===== src/rtl/opl2_op_sequencer.sv =====
// OPL2 operator time-slot sequencer: divides clk down to the sample rate and
// issues the operator slots of each sample with channel/carrier/rhythm decode.
//
// state | meaning
// IDLE  | waiting for sample_clk_en
// ISSUE | op_valid high with the current slot outputs
// GAP   | spacing cycles between two slots
// DONE  | ops_done pulse after the last slot
module opl2_op_sequencer #(
  parameter int CLK_DIV_COUNT  = 494,
  parameter int NUM_OPS        = 18,
  parameter int OP_SLOT_CYCLES = 16
) (
  input  logic       clk,
  input  logic       ic_n,
  input  logic       rhythm_en,
  output logic       sample_clk_en,
  output logic       op_valid,
  output logic [4:0] op_num,
  output logic [3:0] ch_num,
  output logic       op_is_carrier,
  output logic [2:0] op_type,
  output logic       busy,
  output logic       ops_done
);

  localparam int DIV_W = (CLK_DIV_COUNT > 2) ? $clog2(CLK_DIV_COUNT) : 1;
  localparam int GAP_W = (OP_SLOT_CYCLES > 2) ? $clog2(OP_SLOT_CYCLES - 1) : 1;

  localparam logic [DIV_W-1:0] DIV_LAST = DIV_W'(CLK_DIV_COUNT - 1);
  localparam logic [DIV_W-1:0] DIV_PRE  = DIV_W'(CLK_DIV_COUNT - 2);
  localparam logic [GAP_W-1:0] GAP_LAST = GAP_W'((OP_SLOT_CYCLES >= 2) ? OP_SLOT_CYCLES - 2 : 0);
  localparam logic [4:0]       LAST_OP  = 5'(NUM_OPS - 1);

  if (OP_SLOT_CYCLES < 1) begin : g_bad_slot
    $fatal(1, "opl2_op_sequencer: OP_SLOT_CYCLES must be at least 1");
  end
  if (NUM_OPS < 1 || NUM_OPS > 18) begin : g_bad_ops
    $fatal(1, "opl2_op_sequencer: NUM_OPS must be 1..18");
  end
  if (CLK_DIV_COUNT < NUM_OPS * OP_SLOT_CYCLES + 2) begin : g_bad_div
    $fatal(1, "opl2_op_sequencer: CLK_DIV_COUNT too small for the slot schedule");
  end

  typedef enum logic [2:0] {
    OP_NORMAL     = 3'd0,
    OP_BASS_DRUM  = 3'd1,
    OP_HI_HAT     = 3'd2,
    OP_TOM_TOM    = 3'd3,
    OP_SNARE_DRUM = 3'd4,
    OP_TOP_CYMBAL = 3'd5
  } operator_t;

  typedef enum logic [1:0] {
    S_IDLE  = 2'd0,
    S_ISSUE = 2'd1,
    S_GAP   = 2'd2,
    S_DONE  = 2'd3
  } state_t;

  state_t           state;
  logic [DIV_W-1:0] div_cnt;
  logic [GAP_W-1:0] gap_cnt;
  logic             rhythm_lat;

  logic [4:0] slot_nxt;
  logic       rhy_nxt;
  logic [3:0] ch_nxt;
  logic       car_nxt;
  operator_t  type_nxt;

  // Slots run in groups of six: three modulators then three carriers of
  // three consecutive channels.
  function automatic logic [3:0] slot_ch(input logic [4:0] slot);
    logic [4:0] grp;
    logic [4:0] w;
    grp = slot / 5'd6;
    w   = slot - grp * 5'd6;
    if (w >= 5'd3) w = w - 5'd3;
    return 4'(grp * 5'd3 + w);
  endfunction

  function automatic logic slot_carrier(input logic [4:0] slot);
    return (slot % 5'd6) >= 5'd3;
  endfunction

  function automatic operator_t slot_type(input logic [4:0] slot, input logic rhy);
    operator_t ty;
    ty = OP_NORMAL;
    if (rhy) begin
      case (slot)
        5'd12, 5'd15: ty = OP_BASS_DRUM;
        5'd13:        ty = OP_HI_HAT;
        5'd14:        ty = OP_TOM_TOM;
        5'd16:        ty = OP_SNARE_DRUM;
        5'd17:        ty = OP_TOP_CYMBAL;
        default:      ty = OP_NORMAL;
      endcase
    end
    return ty;
  endfunction

  // Decode of the slot about to be issued; rhythm comes straight from the
  // input on the first slot because the latch is loaded in the same cycle.
  always_comb begin
    slot_nxt = (state == S_IDLE) ? 5'd0 : op_num + 5'd1;
    rhy_nxt  = (state == S_IDLE) ? rhythm_en : rhythm_lat;
    ch_nxt   = slot_ch(slot_nxt);
    car_nxt  = slot_carrier(slot_nxt);
    type_nxt = slot_type(slot_nxt, rhy_nxt);
  end

  always_ff @(posedge clk or negedge ic_n) begin
    if (!ic_n) begin
      div_cnt       <= '0;
      sample_clk_en <= 1'b0;
    end else begin
      div_cnt       <= (div_cnt == DIV_LAST) ? '0 : div_cnt + DIV_W'(1);
      sample_clk_en <= (div_cnt == DIV_PRE);
    end
  end

  always_ff @(posedge clk or negedge ic_n) begin
    if (!ic_n) begin
      state         <= S_IDLE;
      gap_cnt       <= '0;
      rhythm_lat    <= 1'b0;
      op_valid      <= 1'b0;
      op_num        <= '0;
      ch_num        <= '0;
      op_is_carrier <= 1'b0;
      op_type       <= '0;
      busy          <= 1'b0;
      ops_done      <= 1'b0;
    end else begin
      op_valid <= 1'b0;
      ops_done <= 1'b0;
      unique case (state)
        S_IDLE: begin
          if (sample_clk_en) begin
            rhythm_lat    <= rhythm_en;
            op_num        <= slot_nxt;
            ch_num        <= ch_nxt;
            op_is_carrier <= car_nxt;
            op_type       <= type_nxt;
            op_valid      <= 1'b1;
            busy          <= 1'b1;
            state         <= S_ISSUE;
          end
        end
        S_ISSUE: begin
          if (OP_SLOT_CYCLES == 1) begin
            if (op_num == LAST_OP) begin
              busy     <= 1'b0;
              ops_done <= 1'b1;
              state    <= S_DONE;
            end else begin
              op_num        <= slot_nxt;
              ch_num        <= ch_nxt;
              op_is_carrier <= car_nxt;
              op_type       <= type_nxt;
              op_valid      <= 1'b1;
            end
          end else begin
            gap_cnt <= '0;
            state   <= S_GAP;
          end
        end
        S_GAP: begin
          if (gap_cnt == GAP_LAST) begin
            if (op_num == LAST_OP) begin
              busy     <= 1'b0;
              ops_done <= 1'b1;
              state    <= S_DONE;
            end else begin
              op_num        <= slot_nxt;
              ch_num        <= ch_nxt;
              op_is_carrier <= car_nxt;
              op_type       <= type_nxt;
              op_valid      <= 1'b1;
              state         <= S_ISSUE;
            end
          end else begin
            gap_cnt <= gap_cnt + GAP_W'(1);
          end
        end
        S_DONE: begin
          state <= S_IDLE;
        end
      endcase
    end
  end

  // The divider guarantees a new sample never starts while slots are pending.
  a_sample_in_idle: assert property (@(posedge clk) disable iff (!ic_n)
    sample_clk_en |-> state == S_IDLE);

endmodule


===== config.mk =====
export PLATFORM = sky130hd
export DESIGN_NAME = opl2_op_sequencer
export DESIGN_NICKNAME = d
export VERILOG_FILES = /design/src/rtl/opl2_op_sequencer.sv
export SDC_FILE = /design/constraint.sdc
export NUM_CORES = 1
export LEC_CHECK = 0
export BUFFER_PORTS_ARGS = -buffer_cell sky130_fd_sc_hd__buf_2
export CORE_UTILIZATION = 41
export CTS_CLUSTER_DIAMETER = 200
export DETAILED_ROUTE_END_ITERATION = 7
export SLEW_MARGIN = 20
export SYNTH_ARGS = -nofsm -noshare
export SYNTH_HDL_FRONTEND = slang
export SYNTH_SLANG_ARGS = --single-unit

===== constraint.sdc =====
create_clock -name clk -period 6.6 [get_ports clk]
set_clock_uncertainty 0.2 [all_clocks]
set_input_delay 0.66 -clock clk [delete_from_list [all_inputs] [get_ports clk]]
set_output_delay 0.66 -clock clk [all_outputs]
set_load 0.02 [all_outputs]

==> flow_metrics.env, run 1 <==
export IMPL_crit_slowest_cell="fa_1"
export IMPL_drive_above_1_share=0.279
export IMPL_io_pins=20
export IMPL_grt_pass1_wl_um=8890
export IMPL_crit_path_max_fanout=5
export IMPL_ys_warn_count=0
export IMPL_drt_wirelength_per_cell_um=14.4
export IMPL_syn_to_final_growth_pct=24.1
export IMPL_yosysTopAreaCellShare=0.349
export IMPL_synth_mux_area_frac=0.0275
export IMPL_cts_sinks=33
export IMPL_drtIter0Drc=115
export IMPL_crit_path_start="state[1]$_DFFE_PN0P_"
export IMPL_max_freq_mhz=156
export IMPL_die_area_sq_mm=0.00607
export IMPL_io_buffers=19
export IMPL_wl_um=5320
export IMPL_cts_root_buf="clkbuf_8"
export IMPL_final_cell_mix="35 x nand2_1, 29 x dfrtp_1, 27 x buf_4"
export IMPL_clk_latency_ns=0.30
export IMPL_cp_start_kind="flip-flop"
export IMPL_power_w=0.000445
export IMPL_pre_cts_slack_ns=-0.0168
export IMPL_finalCritPeriodShare=0.974
export IMPL_fin_ws_ns=0.175
export IMPL_synthTopCellsByArea="dfrtp_1 35%, ha_1 8.5%, nand2_1 5.9%, fa_1 4.2%, xor2_1 3.3%"
export IMPL_yosys_register_bits=33
export IMPL_synth_top_family_by_area="simple AND/OR/NAND/NOR gates"
export IMPL_diodes=0
export IMPL_tritoncts="yes"
export IMPL_place_hpwl_um=3790
export IMPL_finalSetupViolCount=0
export IMPL_drv_slew=0
export IMPL_max_slew_margin=0.423
export IMPL_synth_xor_area_frac=0.0768
export IMPL_cts_made_buffers=5
export IMPL_grt_overflow=0
export IMPL_cts_buffer_depth=2
export IMPL_vias=1969
export IMPL_final_util=0.530
export IMPL_maxCapViolations=0
export IMPL_rsz0062_at_grt="true"
export IMPL_critPathRequiredTime_ns=6.63
export IMPL_grt_usage=0.190
export IMPL_ys_seq_area_frac=0.349
export IMPL_drcViolationCount=0
export IMPL_critical_path_class="reg2reg"
export IMPL_routabilityCongestion=0.867
export IMPL_via_per_inst=5.32
export IMPL_timing_final_hold_violations=0
export IMPL_yosys_area_share_simple=0.212
export IMPL_syn_instance_count=256
export IMPL_ir_worst_vdd_mv=0.121
export IMPL_core_area_sq_mm=0.00554
export IMPL_crit_arrival_ns=6.46
export IMPL_first_pass_iters=4
export IMPL_p_leak_nw=1.33
export IMPL_hp_class="in2async"
export IMPL_reg2reg_from="state[1]$_DFFE_PN0P_"
export IMPL_ys_types=59
export IMPL_power_density_mw_per_mm2=152
export IMPL_grt_pass1_vias=1866
export IMPL_fp_dieW_um=77.9
export IMPL_antenna_found_initial=0
export IMPL_path_clk_slew_ns=0.08
export IMPL_num_rows=27
export IMPL_synth_edf_count=0
export IMPL_synth_avg_cell_area_sq_um=9.23
export IMPL_htree_levels=2
export IMPL_min_period_ns=6.43
export IMPL_synth_compound_area_frac=0.149
export IMPL_tightest_slew_ns=0.858
export IMPL_async_flop_share=1.00
export IMPL_cpPeakStageDelay_ns=0.55
export IMPL_dp_cells=357
export IMPL_netlist_area_sq_mm=0.00236
export IMPL_synthesis_nets=280
export IMPL_die_h_um=77.9
export IMPL_drtAntennaViolNets=0
export IMPL_synthAdderAreaFrac=0.131
export IMPL_finalNonFillerCells=370
export IMPL_yosys_area_top_type="dfrtp_1"
export IMPL_initial_core_util=0.427
export IMPL_synth_ff_type="dfrtp_1"
export IMPL_final_common_cell="nand2_1"
export IMPL_grt_max_degree=34
export IMPL_status="complete, no violations"
export IMPL_fin_nets=321
export IMPL_end_kind="flip-flop"
-- where the power goes --
group	leakage, nW	switching, W	internal, W
combinational	0.836	0.00000432	0.000000729
sequential	0.427	0.000000144	0.000202
clock	0.0687	0.0000850	0.000152
-- kinds of logic (layout without fill, tap and decap cells) --
group           count (synthesis)  after routing
xor+xnor                       19             19
simple gates                   96             96
compound gates                 52             52
mux                             5              5
buf+inv                        29             71
fa+ha+maj                      22             22
flops                          33             33
-- through the flow --
| stage | hold slack (ns) | setup TNS, ns | cell area (sq um) |
|---|---|---|---|
| after global placement | 0.257 | 0 | 2700 |
| after CTS | 0.251 | 0 | 2870 |
| after detailed placement | 0.258 | -0.0168 | 2700 |
| after global routing | 0.282 | -0.122 | 2930 |
| final | 0.219 | 0 | 2930 |
| after floorplan | 0.164 | 0 | 2420 |
-- Yosys cell counts, drive strengths merged, types with 4 or more instances --
cell type,n
a21oi,10
nor2,15
xnor2,10
ha,16
o31ai,4
a31oi,4
buf,9
nand4,5
nand2,37
nor3,9
fa,5
o21ai,14
xor2,9
nand3,7
inv,17
dfrtp,33
-- layer usage --
| layer | routed length [um] | global-route usage | up-vias |
|---|---|---|---|
| li1 | - | - | 979 |
| met1 | 2630 | 0.265 | 933 |
| met2 | 2390 | 0.286 | 47 |
| met3 | 224 | 0.0471 | 10 |
| met4 | 72 | 0.0667 | 0 |
| met5 | 0 | 0 | - |
-- sequential cells by signal, indices dropped and copies added (netlist names), 2 cells and up --
name	count
state	2
op_num	5
div_cnt	9
op_type	3
ch_num	4
gap_cnt	4
-- worst paths after layout --
check                                         to  depth (start not counted)  slack (ns)
max reg2reg                ch_num[3]$_DFFE_PN0P_                         28        0.17
max in group asynchronous  op_num[3]$_DFFE_PN0P_                          1        5.46
min reg2reg                ch_num[0]$_DFFE_PN0P_                          2        0.28
max                        ch_num[3]$_DFFE_PN0P_                         28        0.17
min                         div_cnt[2]$_DFF_PN0_                          1        0.22
min in group clk           ch_num[0]$_DFFE_PN0P_                          2        0.28
-- critical path, delay by kind of cell (launching register included) --
| family | cells | cell delay, ns |
|---|---|---|
| adders and majority gates | 8 | 2.35 |
| AOI/OAI and AO/OA | 6 | 1.33 |
| xor gates and xnor gates | 5 | 0.81 |
| and+or+nand+nor | 5 | 0.68 |
| muxes | 2 | 0.48 |
| DFF | 1 | 0.42 |
| buffers and inverters | 2 | 0.10 |
-- repair_timing --
action                     4_1_cts  5_1_grt
hold buffers                     0        0
setup endpoints to repair        1        1
gates resized for setup          4        8
pin swaps                        4        8
buffers inserted                 2        3
-- area by class of cell --
| class | instances | area [sq um] |
|---|---|---|
| fill | 511 | 2610 |
| multi-input combinational | 194 | 1510 |
| sequential | 33 | 831 |
| timing repair buffer | 46 | 298 |
| tap | 72 | 90.1 |
| clock buffer | 5 | 68.8 |
| clock inverter | 3 | 68.8 |
| inverter | 17 | 63.8 |
Note: power is estimated with default switching activity, not from simulation.
==> run 2, diff against run 1 <==
Settings changed: GPL_TIMING_DRIVEN set to 1, REMOVE_ABC_BUFFERS set to 1, SKIP_CTS_REPAIR_TIMING set to 1.
==> flow_metrics.env, run 2 (synthesis results as in run 1) <==
export IMPL_wl_um=5410
export IMPL_max_freq_mhz=154
export IMPL_hold_worst_slack_ns=0.247
export IMPL_fp_dieW_um=77.9
export IMPL_status="complete, no violations"
export IMPL_grt_max_degree=34
export IMPL_cpPeakStageDelay_ns=0.51
export IMPL_finalSetupViolCount=0
export IMPL_dp_cells=359
export IMPL_die_h_um=77.9
export IMPL_max_slew_margin=0.396
export IMPL_crit_path_max_fanout=6
export IMPL_largest_register_ff_count=9
export IMPL_min_period_ns=6.50
export IMPL_cts_made_buffers=5
export IMPL_final_cell_mix="37 x nand2_1, 32 x dfrtp_1, 27 x buf_4"
export IMPL_finalCritPeriodShare=0.985
export IMPL_power_density_mw_per_mm2=125
export IMPL_die_area_sq_mm=0.00607
export IMPL_grt_pass1_wl_um=8940
export IMPL_htree_levels=2
export IMPL_cts_root_buf="clkbuf_8"
export IMPL_drive_above_1_share=0.291
export IMPL_clk_latency_ns=0.28
export IMPL_reg_largest_list="div_cnt: 9 flops, op_num: 5 flops"
export IMPL_drtAntennaViolNets=0
export IMPL_ir_worst_vdd_mv=0.123
export IMPL_diodes=0
export IMPL_drv_slew=0
export IMPL_grt_overflow=0
export IMPL_drcViolationCount=0
export IMPL_p_leak_nw=1.32
export IMPL_cts_sinks=33
export IMPL_tightest_slew_ns=0.898
export IMPL_reg2reg_from="op_num[0]$_DFFE_PN0P_"
export IMPL_crit_path_start="op_num[0]$_DFFE_PN0P_"
export IMPL_io_buffers=19
export IMPL_vias=2008
export IMPL_place_hpwl_um=3810
export IMPL_first_pass_iters=4
export IMPL_initial_core_util=0.427
export IMPL_end_kind="flip-flop"
export IMPL_crit_slowest_cell="fa_1"
export IMPL_hp_class="in2async"
export IMPL_critPathRequiredTime_ns=6.62
export IMPL_cts_buffer_depth=2
export IMPL_maxCapViolations=0
export IMPL_multi_input_area_sq_mm=0.00154
export IMPL_num_rows=27
export IMPL_grt_pass1_vias=1906
export IMPL_timing_final_hold_violations=0
export IMPL_finalNonFillerCells=371
export IMPL_fillers=527
export IMPL_fin_nets=323
export IMPL_core_area_sq_mm=0.00554
export IMPL_fin_setup_tns_ns=0
export IMPL_tritoncts="yes"
export IMPL_critical_path_class="reg2reg"
export IMPL_syn_to_final_growth_pct=24.0
export IMPL_regArea_sq_um=827
export IMPL_routabilityCongestion=0.838
export IMPL_cp_start_kind="flip-flop"
export IMPL_via_per_inst=5.41
export IMPL_rsz0062_at_grt="true"
export IMPL_antenna_found_initial=0
export IMPL_grt_usage=0.190
export IMPL_drt_wirelength_per_cell_um=14.6
export IMPL_io_pins=20
export IMPL_path_clk_slew_ns=0.07
export IMPL_crit_arrival_ns=6.52
export IMPL_top_register="div_cnt"
export IMPL_final_common_cell="nand2_1"
export IMPL_drtIter0Drc=141
-- run 2: power by group --
group	switching (W)	internal, W	leakage [nW]	total [W]
Sequential	0.000000106	0.000202	0.432	0.000203
Clock	0.0000767	0.0000825	0.0433	0.000159
Combinational	0.00000438	0.000000729	0.842	0.00000511
-- run 2: cell type report --
| class | count | share of cell area |
|---|---|---|
| flip-flops and latches | 33 | 0.282 |
| repair buffers | 48 | 0.109 |
| clock inverters | 1 | 0.00256 |
| inverters | 17 | 0.0218 |
| multi-input cells | 194 | 0.525 |
| clock buffers | 6 | 0.0282 |
| well taps | 72 | 0.0307 |
-- run 2: routing by layer --
metal	vias to the layer above	track usage	part of all wire
met2	49	0.320	0.48
met4	0	0.0630	0.013
met3	11	0.0353	0.040
met5	-	0	0
li1	978	-	-
met1	970	0.246	0.47
-- run 2: per-stage QoR --
step | power [W] | utilization | instance area, sq um | setup WS, ns
after global routing | 0.000383 | 0.529 | 2930 | -0.204
after global placement | 0.000212 | 0.481 | 2670 | 0.0398
final | 0.000367 | 0.529 | 2930 | 0.0987
after detailed placement | 0.000212 | 0.481 | 2670 | -0.0188
after CTS | 0.000374 | 0.497 | 2760 | -0.0632
after floorplan | 0.000207 | - | 2300 | -0.408
-- run 2: path summary, 6_finish.rpt --
| path | endpoint | slack [ns] | cells past startpoint |
|---|---|---|---|
| setup / recovery | ch_num[3]$_DFFE_PN0P_ | 0.1 | 27 |
| hold / removal | div_cnt[7]$_DFF_PN0_ | 0.25 | 1 |
| setup reg to reg | ch_num[3]$_DFFE_PN0P_ | 0.1 | 27 |
| hold reg to reg | ch_num[0]$_DFFE_PN0P_ | 0.28 | 2 |
| max in group asynchronous | op_num[2]$_DFFE_PN0P_ | 5.43 | 1 |
| min in group clk | ch_num[0]$_DFFE_PN0P_ | 0.28 | 2 |
-- run 2: critical path: cells and delay by family, from the launching register on --
family / cells / cell delay [ns]
XOR/XNOR: 4 / 0.65
AND/OR/NAND/NOR: 9 / 1.76
adder cells (fa/ha/maj): 7 / 2.04
AO/OA/AOI/OAI: 2 / 0.62
flip-flops: 1 / 0.42
buffers and inverters: 4 / 0.41
multiplexers: 1 / 0.33
==> run 3, diff against run 2 <==
Settings changed: CORE_UTILIZATION 41 to 45, PLACE_DENSITY set to 0.65, TNS_END_PERCENT set to 50.
==> flow_metrics.env, run 3 (synthesis results as in run 1) <==
export IMPL_status="complete, no violations"
export IMPL_grt_met1_usage=0.289
export IMPL_cts_root_buf="clkbuf_8"
export IMPL_ir_worst_vdd_mv=0.0943
export IMPL_timing_final_hold_violations=0
export IMPL_dp_cells=356
export IMPL_drv_slew=0
export IMPL_fin_nets=321
export IMPL_io_buffers=19
export IMPL_core_area_sq_mm=0.00507
export IMPL_cts_made_buffers=5
export IMPL_htree_levels=2
export IMPL_power_density_mw_per_mm2=128
export IMPL_grt_usage=0.212
export IMPL_die_area_sq_mm=0.00555
export IMPL_first_pass_iters=4
export IMPL_vias=1960
export IMPL_largest_register_ff_count=9
export IMPL_power_w=0.000367
export IMPL_initial_core_util=0.466
export IMPL_clk_latency_ns=0.29
export IMPL_fp_dieW_um=74.5
export IMPL_busiest_layer="met2"
export IMPL_cts_buffer_depth=2
export IMPL_finalCritPeriodShare=0.962
export IMPL_regArea_sq_um=830
export IMPL_tightest_slew_ns=0.892
export IMPL_cts_sinks=33
export IMPL_maxCapViolations=0
export IMPL_drtAntennaViolNets=0
export IMPL_grt_use_met2=0.334
export IMPL_drtIter0Drc=105
export IMPL_grt_pass1_vias=1873
export IMPL_end_kind="flip-flop"
export IMPL_met3_usage=0.0352
export IMPL_p_leak_nw=1.30
export IMPL_crit_arrival_ns=6.38
export IMPL_final_common_cell="nand2_1"
export IMPL_via_per_inst=5.34
export IMPL_die_h_um=74.5
export IMPL_multi_input_area_sq_mm=0.00150
export IMPL_place_hpwl_um=3660
export IMPL_reg_largest_list="div_cnt: 9 flops, op_num: 5 flops"
export IMPL_cpPeakStageDelay_ns=0.48
export IMPL_finalNonFillerCells=367
export IMPL_finalSetupViolCount=0
export IMPL_diodes=0
export IMPL_critPathRequiredTime_ns=6.63
export IMPL_max_slew_margin=0.400
export IMPL_drive_above_1_share=0.269
export IMPL_syn_to_final_growth_pct=21.6
export IMPL_routabilityCongestion=0.875
export IMPL_max_freq_mhz=158
export IMPL_crit_slowest_cell="fa_1"
export IMPL_min_period_ns=6.35
export IMPL_tritoncts="yes"
export IMPL_final_cell_mix="36 x nand2_1, 30 x dfrtp_1, 26 x buf_4"
export IMPL_antenna_found_initial=0
export IMPL_grt_overflow=0
export IMPL_top_register="div_cnt"
export IMPL_grt_max_degree=34
export IMPL_crit_path_max_fanout=6
export IMPL_grt_pass1_wl_um=8700
export IMPL_wl_um=5200
export IMPL_drt_wirelength_per_cell_um=14.2
export IMPL_num_rows=26
export IMPL_path_clk_slew_ns=0.07
export IMPL_final_util=0.566
export IMPL_hp_class="in2async"
export IMPL_fillers=460
export IMPL_critical_path_class="reg2reg"
export IMPL_io_pins=20
export IMPL_cp_start_kind="flip-flop"
export IMPL_drcViolationCount=0
## run 3: cell types whose count changed in the layout (fill, tap and decap cells not counted), moves of 2 or more
cell,previous run,this run
xor2_2,2,0
ha_2,3,1
inv_2,4,2
dfrtp_2,1,3
ha_1,10,13
xor2_1,7,9
dfrtp_1,32,30
inv_1,13,15
## run 3: worst paths after layout
kind                                  startpoint                     to  slack (ns)  cells past startpoint
setup / recovery           op_num[0]$_DFFE_PN0P_  ch_num[3]$_DFFE_PN0P_        0.25                     28
hold / removal                              ic_n   div_cnt[0]$_DFF_PN0_        0.22                      1
setup reg to reg           op_num[0]$_DFFE_PN0P_  ch_num[3]$_DFFE_PN0P_        0.25                     28
hold reg to reg            ch_num[0]$_DFFE_PN0P_  ch_num[0]$_DFFE_PN0P_        0.28                      2
max in group asynchronous                   ic_n  op_num[3]$_DFFE_PN0P_        5.47                      1
min in group clk           ch_num[0]$_DFFE_PN0P_  ch_num[0]$_DFFE_PN0P_        0.28                      2
## run 3: per-layer routing
layer	wire [um]	vias to the layer above	share of wire
met5	0	-	0
met4	114	0	0.022
met3	231	12	0.044
met2	2460	46	0.47
met1	2400	921	0.46
li1	-	981	-
## run 3: where the power goes
group	internal (W)	total, W	switching [W]
sequential	0.000202	0.000203	0.000000133
clock	0.0000824	0.000160	0.0000772
combinational	0.000000731	0.00000494	0.00000420
## run 3: area by class of cell
class                      instances  share of cell area
tap                               70              0.0305
clock buffer                       6              0.0287
multi-input combinational        194               0.522
sequential                        33               0.289
inverter                          17              0.0222
timing repair buffer              46               0.105
clock inverter                     1             0.00261
## run 3: per-stage QoR
stage / area (sq um) / hold WS, ns / setup slack, ns / setup TNS [ns]
2_1_floorplan: 2300 / 0.164 / -0.408 / -0.408
3_5_place_dp: 2660 / 0.256 / -0.133 / -0.133
5_1_grt: 2870 / 0.297 / -0.0171 / -0.0171
3_3_place_gp: 2660 / 0.257 / -0.0439 / -0.0439
4_1_cts: 2750 / 0.254 / -0.157 / -0.157
6_report: 2870 / 0.222 / 0.253 / 0
## run 3: critical path, delay by kind of cell (launching register included)
| family | cells | cell delay, ns |
|---|---|---|
| AOI/OAI and AO/OA | 5 | 1.07 |
| xor gates and xnor gates | 4 | 0.62 |
| adders and majority gates | 8 | 2.18 |
| buffers and inverters | 3 | 0.26 |
| DFF | 1 | 0.45 |
| muxes | 2 | 0.57 |
| and+or+nand+nor | 6 | 0.94 |
